<file path="config.mk">
export PLATFORM = sky130hd
export DESIGN_NAME = matrix_packer
export DESIGN_NICKNAME = d
export VERILOG_FILES = /design/src/rtl/matrix_packer.sv
export SDC_FILE = /design/constraint.sdc
export NUM_CORES = 1
export LEC_CHECK = 0
export CAP_MARGIN = 20
export CORE_MARGIN = 2
export CORE_UTILIZATION = 55
export CTS_BUF_LIST = sky130_fd_sc_hd__clkbuf_8
export CTS_CLUSTER_DIAMETER = 100
export DETAILED_ROUTE_END_ITERATION = 10
export GPL_TIMING_DRIVEN = 0
export PLACE_DENSITY = 0.8
export SYNTH_ARGS = -nofsm -noshare
export SYNTH_HDL_FRONTEND = slang
export SYNTH_SLANG_ARGS = --single-unit
</file>
<file path="constraint.sdc">
create_clock -name main_clk_i -period 2.3 [get_ports main_clk_i]
set_clock_uncertainty 0.1 [all_clocks]
set_input_delay 0.345 -clock main_clk_i [delete_from_list [all_inputs] [get_ports main_clk_i]]
set_output_delay 0.345 -clock main_clk_i [all_outputs]
set_load 0.02 [all_outputs]
</file>
<file path="src/rtl/matrix_packer.sv">
// rtl/matrix_packer.sv - packs an element stream into a matrix plus valid vector, double-buffered
module matrix_packer #(
    parameter int ELEM_W   = 4,
    parameter int NUM_ELEM = 5
) (
    input  logic                                 main_clk_i,
    input  logic                                 main_rst_an_i,
    input  logic                                 in_valid_i,
    output logic                                 in_ready_o,
    input  logic [ELEM_W-1:0]                    in_data_i,
    input  logic                                 in_last_i,
    output logic                                 out_valid_o,
    input  logic                                 out_ready_i,
    output logic [NUM_ELEM-1:0][ELEM_W-1:0]      out_matrix_o,
    output logic [NUM_ELEM-1:0]                  out_vec_o,
    output logic [$clog2(NUM_ELEM+1)-1:0]        out_cnt_o
);

    localparam int CNT_W = $clog2(NUM_ELEM + 1);
    localparam logic [CNT_W-1:0] LAST_IDX = CNT_W'(NUM_ELEM - 1);

    // ST_FILL: accepting elements; ST_HOLD: a completed matrix waits in the fill slot
    typedef enum logic {
        ST_FILL = 1'b0,
        ST_HOLD = 1'b1
    } state_t;

    state_t state;
    state_t state_next;

    logic [NUM_ELEM-1:0][ELEM_W-1:0] fill_mat;
    logic [NUM_ELEM-1:0]             fill_vec;
    logic [CNT_W-1:0]                fill_cnt;

    logic [NUM_ELEM-1:0][ELEM_W-1:0] fill_mat_next;
    logic [NUM_ELEM-1:0]             fill_vec_next;
    logic [CNT_W-1:0]                fill_cnt_next;

    logic accept;
    logic complete;
    logic out_free;
    logic transfer;

    // in_ready depends only on the state register, never on out_ready_i
    assign in_ready_o = (state == ST_FILL);

    // State register
    always_ff @(posedge main_clk_i or negedge main_rst_an_i) begin
        if (!main_rst_an_i) begin
            state <= ST_FILL;
        end else begin
            state <= state_next;
        end
    end

    // Next state, element insertion and fill-to-output transfer decision
    always_comb begin
        state_next    = state;
        accept        = 1'b0;
        complete      = 1'b0;
        transfer      = 1'b0;
        fill_mat_next = fill_mat;
        fill_vec_next = fill_vec;
        fill_cnt_next = fill_cnt;
        out_free      = !out_valid_o || out_ready_i;

        unique case (state)
            ST_FILL: begin
                accept = in_valid_i;
                if (accept) begin
                    for (int k = 0; k < NUM_ELEM; k++) begin
                        if (fill_cnt == CNT_W'(k)) begin
                            fill_mat_next[k] = in_data_i;
                            fill_vec_next[k] = 1'b1;
                        end
                    end
                    fill_cnt_next = fill_cnt + CNT_W'(1);
                    complete      = (fill_cnt == LAST_IDX) || in_last_i;
                end
                if (complete) begin
                    if (out_free) begin
                        transfer = 1'b1;
                    end else begin
                        state_next = ST_HOLD;
                    end
                end
            end
            ST_HOLD: begin
                // Fill slot contents are final; they move as soon as the output slot frees
                if (out_free) begin
                    transfer   = 1'b1;
                    state_next = ST_FILL;
                end
            end
            default: begin
                state_next = ST_FILL;
            end
        endcase
    end

    // Fill register: accumulate elements, clear when the matrix moves to the output slot
    always_ff @(posedge main_clk_i or negedge main_rst_an_i) begin
        if (!main_rst_an_i) begin
            fill_mat <= '0;
            fill_vec <= '0;
            fill_cnt <= '0;
        end else if (transfer) begin
            fill_mat <= '0;
            fill_vec <= '0;
            fill_cnt <= '0;
        end else begin
            fill_mat <= fill_mat_next;
            fill_vec <= fill_vec_next;
            fill_cnt <= fill_cnt_next;
        end
    end

    // Output register: load on transfer (also back-to-back with a drain), zero when drained
    always_ff @(posedge main_clk_i or negedge main_rst_an_i) begin
        if (!main_rst_an_i) begin
            out_valid_o  <= 1'b0;
            out_matrix_o <= '0;
            out_vec_o    <= '0;
            out_cnt_o    <= '0;
        end else if (transfer) begin
            out_valid_o  <= 1'b1;
            out_matrix_o <= fill_mat_next;
            out_vec_o    <= fill_vec_next;
            out_cnt_o    <= fill_cnt_next;
        end else if (out_valid_o && out_ready_i) begin
            out_valid_o  <= 1'b0;
            out_matrix_o <= '0;
            out_vec_o    <= '0;
            out_cnt_o    <= '0;
        end
    end

endmodule

</file>
==> impl_metrics.toml, run 1 <==
[run_status]
status = "complete, no violations"

[cells_and_area]
syn2layout_area_growth_pct = 23.5
fin_nets = 338
diodes = 0
final_cell_mix = "dfrtp_1, clkdlybuf4s50_1, nor2_1"
drive_gt1_frac = 0.122
stdcell_count = 398
final_common_cell = "dfrtp_1"

[worst_setup_path]
criticalPathCategory = "flop to flop"
crit_path_max_incr_delay_ns = 0.38
required_ns = 2.38
cp_slowest_cell = "dfrtp_1"
critPathMaxFanout = 10
crit_path_end_kind = "flop"
cp.arrival_ns = 2.22
start_kind = "flop"
path_cells = "inv_1 -> ha_1 -> a211oi_4 -> nor2_2 -> buf_6 -> nand2_1 -> o221ai_1"

[synth]
synth_top_family_by_area = "compound AO/OA/AOI/OAI gates"
yosys.area_share.simple = 0.132
yosys_warnings = 0
yosys-mux-area-fraction = 0.0991
synth_seq_area_share = 0.509
synth_cells = 272
synth-compound-area-share = 0.162
netlist_area_sq_um = 2850
syn-mean-instance-area_sq_um = 10.5
synth_fp_nets = 286
synth-xor-area-share = 0.00307
synthTopCellsByArea = "dfrtp_1, mux2i_1, o21bai_1, o311ai_1, nor2_1"
synth_top_cell_area_share = 0.509
yosysTopAreaCell = "dfrtp_1"
synth-adder-area-share = 0.0219
yosys.cell_types.count = 34
synth-seq-cells = 58

[flow_run]
cap_viol_max_count = 0

[sta]
slew_violations = 0
fin_ws_ns = 0.163
finalHoldViolations = 0
min_period_ns = 2.14
fmax_mhz = 468
setup_viol = 0
fin_crit_sh = 0.929
max_slew.worst_pin.slew_ns = 0.642
slew_headroom = 0.572
rsz0062_at_grt = "no"

[global_route]
antenna_found_initial = 0
first_global_vias = 2296
grt_usage = 0.248
grt_max_degree = 33
grt_pass1_wl_um = 11100
grt_overflow_total = 0

[route]
drt_iter0_markers = 88
drc_errors = 0
routedWlPerCell_um = 16.2
met2_length_um = 3230
routed_via_density = 5.51
wl_met1_um = 2850
first_pass_iters = 4
vias = 2194
ant_nets = 0
routed.top_layer = "met4"
drt-total-wl_um = 6460
wl_met3_um = 250

[min_path]
hp-class = "flop to flop"

[clock_tree]
cts_buffers = 9
max-clock-path-buffers = 2
htreeDepth = 3
numClockSinks = 58
cts_tree = "yes"
cts_root_buf = "clkbuf_8"
clk_latency_ns = 0.34
clk_pin_slew_ns = 0.06
ctsResizeCount = 0

[power]
p_per_area_nw_per_um2 = 1200
power.leakage_nw = 1.67
vdd_ir_drop_max_mv = 0.765

[placement]
routabilityCongestion = 0.806
port_buffers = 38
preCtsSetupSlack_ns = -0.0437
dp_hpwl_um = 4280
dp.cells = 381

[die]
die_area_sq_um = 5780
die_y_um = 76.0
coreArea_sq_um = 5040
ios = 39
start_util = 0.566
rows = 26
die_w_um = 76.0
## per-layer routing
metal / vias up / global-route usage
li1: 1038 / -
met3: 15 / 0.0723
met5: - / 0
met2: 51 / 0.422
met4: 0 / 0.0836
met1: 1090 / 0.306
## timing repair
| action | in CTS | in global routing |
|---|---|---|
| endpoints found under the setup margin | 0 | 11 |
| endpoints found under the hold margin | 26 | 0 |
| buffers inserted | 0 | 1 |
| hold buffers | 1 | 0 |
## metrics by stage
| stage | cell area (sq um) | utilization | setup TNS, ns | total power [mW] | hold WS [ns] |
|---|---|---|---|---|---|
| floorplan | 2850 | - | 0 | 2.74 | -0.0506 |
| global placement | 3320 | 0.659 | -62.33 | 3.33 | 0.387 |
| detailed placement | 3340 | 0.662 | -0.192 | 3.40 | 0.303 |
| CTS | 3520 | 0.697 | 0 | 4.25 | 0.417 |
| global route | 3520 | 0.699 | 0 | 4.50 | 0.441 |
| finish | 3520 | 0.699 | 0 | 4.22 | 0.412 |
## cells in the mapped netlist (all sizes together)
cell,instances
o221ai,8
mux2i,23
dfrtp,58
nor3,1
nand2,29
nand2b,2
or2,1
a21oi,1
buf,7
and4bb,2
nor3b,1
nor2b,3
o311ai,20
inv,28
and2,1
xnor2,1
nand3b,1
a211oi,1
clkbuf,12
nor2,35
o21bai,23
nor4bb,1
mux2,4
nand4b,1
ha,5
nor4,3
## registers in the layout, summed over array words and instances (netlist names)
signal,cells
out_valid_o,1
out_vec_o,5
fill_vec,5
fill_mat,20
out_matrix_o,20
fill_cnt,3
out_cnt_o,3
state,1
## report_power, final
group	leakage (nW)	internal (mW)	total [mW]	switching [mW]
registers	0.776	1.39	1.62	0.230
logic	0.802	0.830	1.78	0.948
clock network	0.0961	0.433	0.817	0.384
total	1.67	2.66	4.22	1.56
## critical path: cells and delay by family, from the launching register on
family	cells	cell delay (ns)
simple gates	2	0.44
buf+inv	2	0.27
fa+ha+maj	1	0.26
compound gates	2	0.53
flops	1	0.38
## path summary, 6_finish.rpt
| path | start | endpoint | slack, ns | cells past startpoint |
|---|---|---|---|---|
| max | fill_cnt[0] | out_vec_o[2] | 0.16 | 7 |
| min | fill_mat[1] | fill_mat[1] | 0.41 | 2 |
| max reg2reg | fill_cnt[0] | out_vec_o[2] | 0.16 | 7 |
| min reg2reg | fill_mat[1] | fill_mat[1] | 0.41 | 2 |
| max in group asynchronous | main_rst_an_i | fill_mat[2] | 1.06 | 3 |
| min in group asynchronous | main_rst_an_i | out_vec_o[2] | 0.47 | 2 |
## cells by family (layout without fill, tap and decap cells)
group | count (synthesis) | count (layout)
and+or+nand+nor | 81 | 81
DFF | 58 | 58
AOI/OAI and AO/OA | 53 | 53
buffers and inverters | 47 | 103
muxes | 27 | 27
adders and majority gates | 5 | 5
xor gates and xnor gates | 1 | 1
## final cells by class
type                    count  area, sq um
fillers                   420         1520
flip-flops and latches     58         1450
multi-input cells         167         1190
repair buffers             41          413
clock buffers              11          151
inverters                  28          105
plain buffers              19          103
well taps                  70         87.6
clock inverters             4         18.8
No activity file was read; power rests on OpenSTA's default activity.
==> run 2, diff against run 1 <==
--- a/config.mk
+++ b/config.mk
@@ -11,7 +11,6 @@
 export CTS_BUF_LIST = sky130_fd_sc_hd__clkbuf_8
 export CTS_CLUSTER_DIAMETER = 100
 export DETAILED_ROUTE_END_ITERATION = 10
-export GPL_TIMING_DRIVEN = 0
 export PLACE_DENSITY = 0.8
 export SYNTH_ARGS = -nofsm -noshare
 export SYNTH_HDL_FRONTEND = slang
==> constraint.sdc (replaced) <==
create_clock -name main_clk_i -period 2.48 [get_ports main_clk_i]
set_clock_uncertainty 0.1 [all_clocks]
set_input_delay 0.372 -clock main_clk_i [delete_from_list [all_inputs] [get_ports main_clk_i]]
set_output_delay 0.372 -clock main_clk_i [all_outputs]
set_load 0.02 [all_outputs]
==> run 2 against run 1 <==
Largest cell class unchanged. Worst setup slack improved by 0.14 ns. Global-route usage shrank 2.2 points. Utilization is 2.1 points higher.
==> impl_metrics.toml, run 2 (synthesis results as in run 1) <==
[worst_setup_path]
rr_startpoint = "fill_cnt[0]"
rrSetupSlack_ns = 0.32
rr_worst_depth = 7
crit_path_end_kind = "primary output"
cp.arrival_ns = 1.71
start_kind = "flop"
worstReg2RegEnd = "out_matrix_o[5]"
crit_end = "out_valid_o"
required_ns = 2.01
crit_path_start = "out_valid_o"
critPathMaxFanout = 30
criticalPathCategory = "flop to primary output"

[placement]
dp_hpwl_um = 4210
port_buffers = 38
routabilityCongestion = 0.810
dp.cells = 377

[run_status]
status = "complete, no violations"

[clock_tree]
cts_buffers = 9
cts_root_buf = "clkbuf_8"
htreeDepth = 3
numClockSinks = 58
max-clock-path-buffers = 2
cts_tree = "yes"
hold_buffers = 1
ctsResizeCount = 0
clk_pin_slew_ns = 0.06
clk_latency_ns = 0.33
post_cts.repair.setup_buffers = 0

[power]
p_per_area_nw_per_um2 = 1170
finalPower_mw = 4.24
power.leakage_nw = 1.72
vdd_ir_drop_max_mv = 0.696

[global_route]
grt.busiest_layer = "met2"
grt_overflow_total = 0
first_global_vias = 2209
use_met1 = 0.296
grt_pass1_wl_um = 10500
antenna_found_initial = 0
met3_usage = 0.0592
grt_max_degree = 32
grt_util_met2 = 0.379
grt_usage = 0.227

[cells_and_area]
fill_cells = 382
syn2layout_area_growth_pct = 27.1
final_cell_mix = "dfrtp_1, clkdlybuf4s50_1, nor2_1"
diodes = 0
largest_registers = "fill_mat (20), out_matrix_o (20)"
fin_nets = 333
final_common_cell = "dfrtp_1"
multiInputGateArea_sq_um = 1210
drive_gt1_frac = 0.151
regArea_sq_um = 1450
stdcell_count = 394

[flow_run]
cap_viol_max_count = 0

[die]
coreArea_sq_um = 5040
ios = 39
start_util = 0.566
die_w_um = 76.0
rows = 26
die_area_sq_um = 5780
die_y_um = 76.0

[sta]
max_slew.worst_pin.slew_ns = 0.778
finalHoldViolations = 0
fmax_mhz = 459
fin_crit_sh = 0.878
setup_viol = 0
rsz0062_at_grt = "no"
slew_headroom = 0.478
slew_violations = 0
min_period_ns = 2.18

[route]
routedWlPerCell_um = 15.8
ant_nets = 0
vias = 2190
drt_iter0_markers = 138
first_pass_iters = 4
routed_via_density = 5.56
drt-total-wl_um = 6210
drc_errors = 0

[min_path]
hp-class = "input pin to asynchronous set/reset pin"
run 2: changes by cell type in the layout (fill, tap and decap cells not counted), sizes merged:
cell | previous run | this run
clkbuf | 23 | 11
buf | 10 | 17
bufinv | 0 | 3
clkinv | 3 | 2
inv | 29 | 28
run 2: area by class of cell:
type                            count  area share
Inverter                           28      0.0290
Tap cell                           70      0.0241
Sequential cell                    58       0.400
Clock inverter                      5      0.0276
Multi-Input combinational cell    167       0.333
Timing Repair Buffer               55       0.145
Clock buffer                       11      0.0417
run 2: power breakdown:
group          internal, mW  switching (mW)  leakage, nW
clock                 0.719           0.374        0.129
sequential             1.29           0.215        0.776
combinational         0.779           0.865        0.815
run 2: layer usage:
metal / vias up / routed length (um)
li1: 1031 / -
met1: 1106 / 2850
met2: 46 / 3070
met3: 7 / 239
met4: 0 / 52
met5: - / 0
run 2: worst min-delay path by stage:
| stage | startpoint | to | slack [ns] |
|---|---|---|---|
| floorplan | main_rst_an_i | fill_cnt[0] | -0.02 |
| global placement | main_rst_an_i | out_vec_o[4] | 0.09 |
| detailed placement | main_rst_an_i | out_vec_o[4] | 0.09 |
| CTS | main_rst_an_i | fill_vec[4] | 0.27 |
| global route | main_rst_an_i | fill_vec[4] | 0.28 |
| finish | main_rst_an_i | fill_vec[4] | 0.27 |
run 2: worst max-delay path, stage by stage, from the launching register on:
cell             delay, ns
dfrtp_1               0.36
buf_4                 0.33
clkdlybuf4s50_1       0.67
run 2: through the flow:
stage	setup slack (ns)	util	area [sq um]	hold slack (ns)	setup TNS, ns
6_report	0.301	0.719	3630	0.273	0
5_1_grt	0.152	0.719	3630	0.276	0
4_1_cts	0.285	0.719	3630	0.266	0
3_5_place_dp	0.154	0.667	3370	0.0883	0
3_3_place_gp	-0.0446	0.663	3340	0.0890	-0.332
2_1_floorplan	0.612	-	2850	-0.0236	0
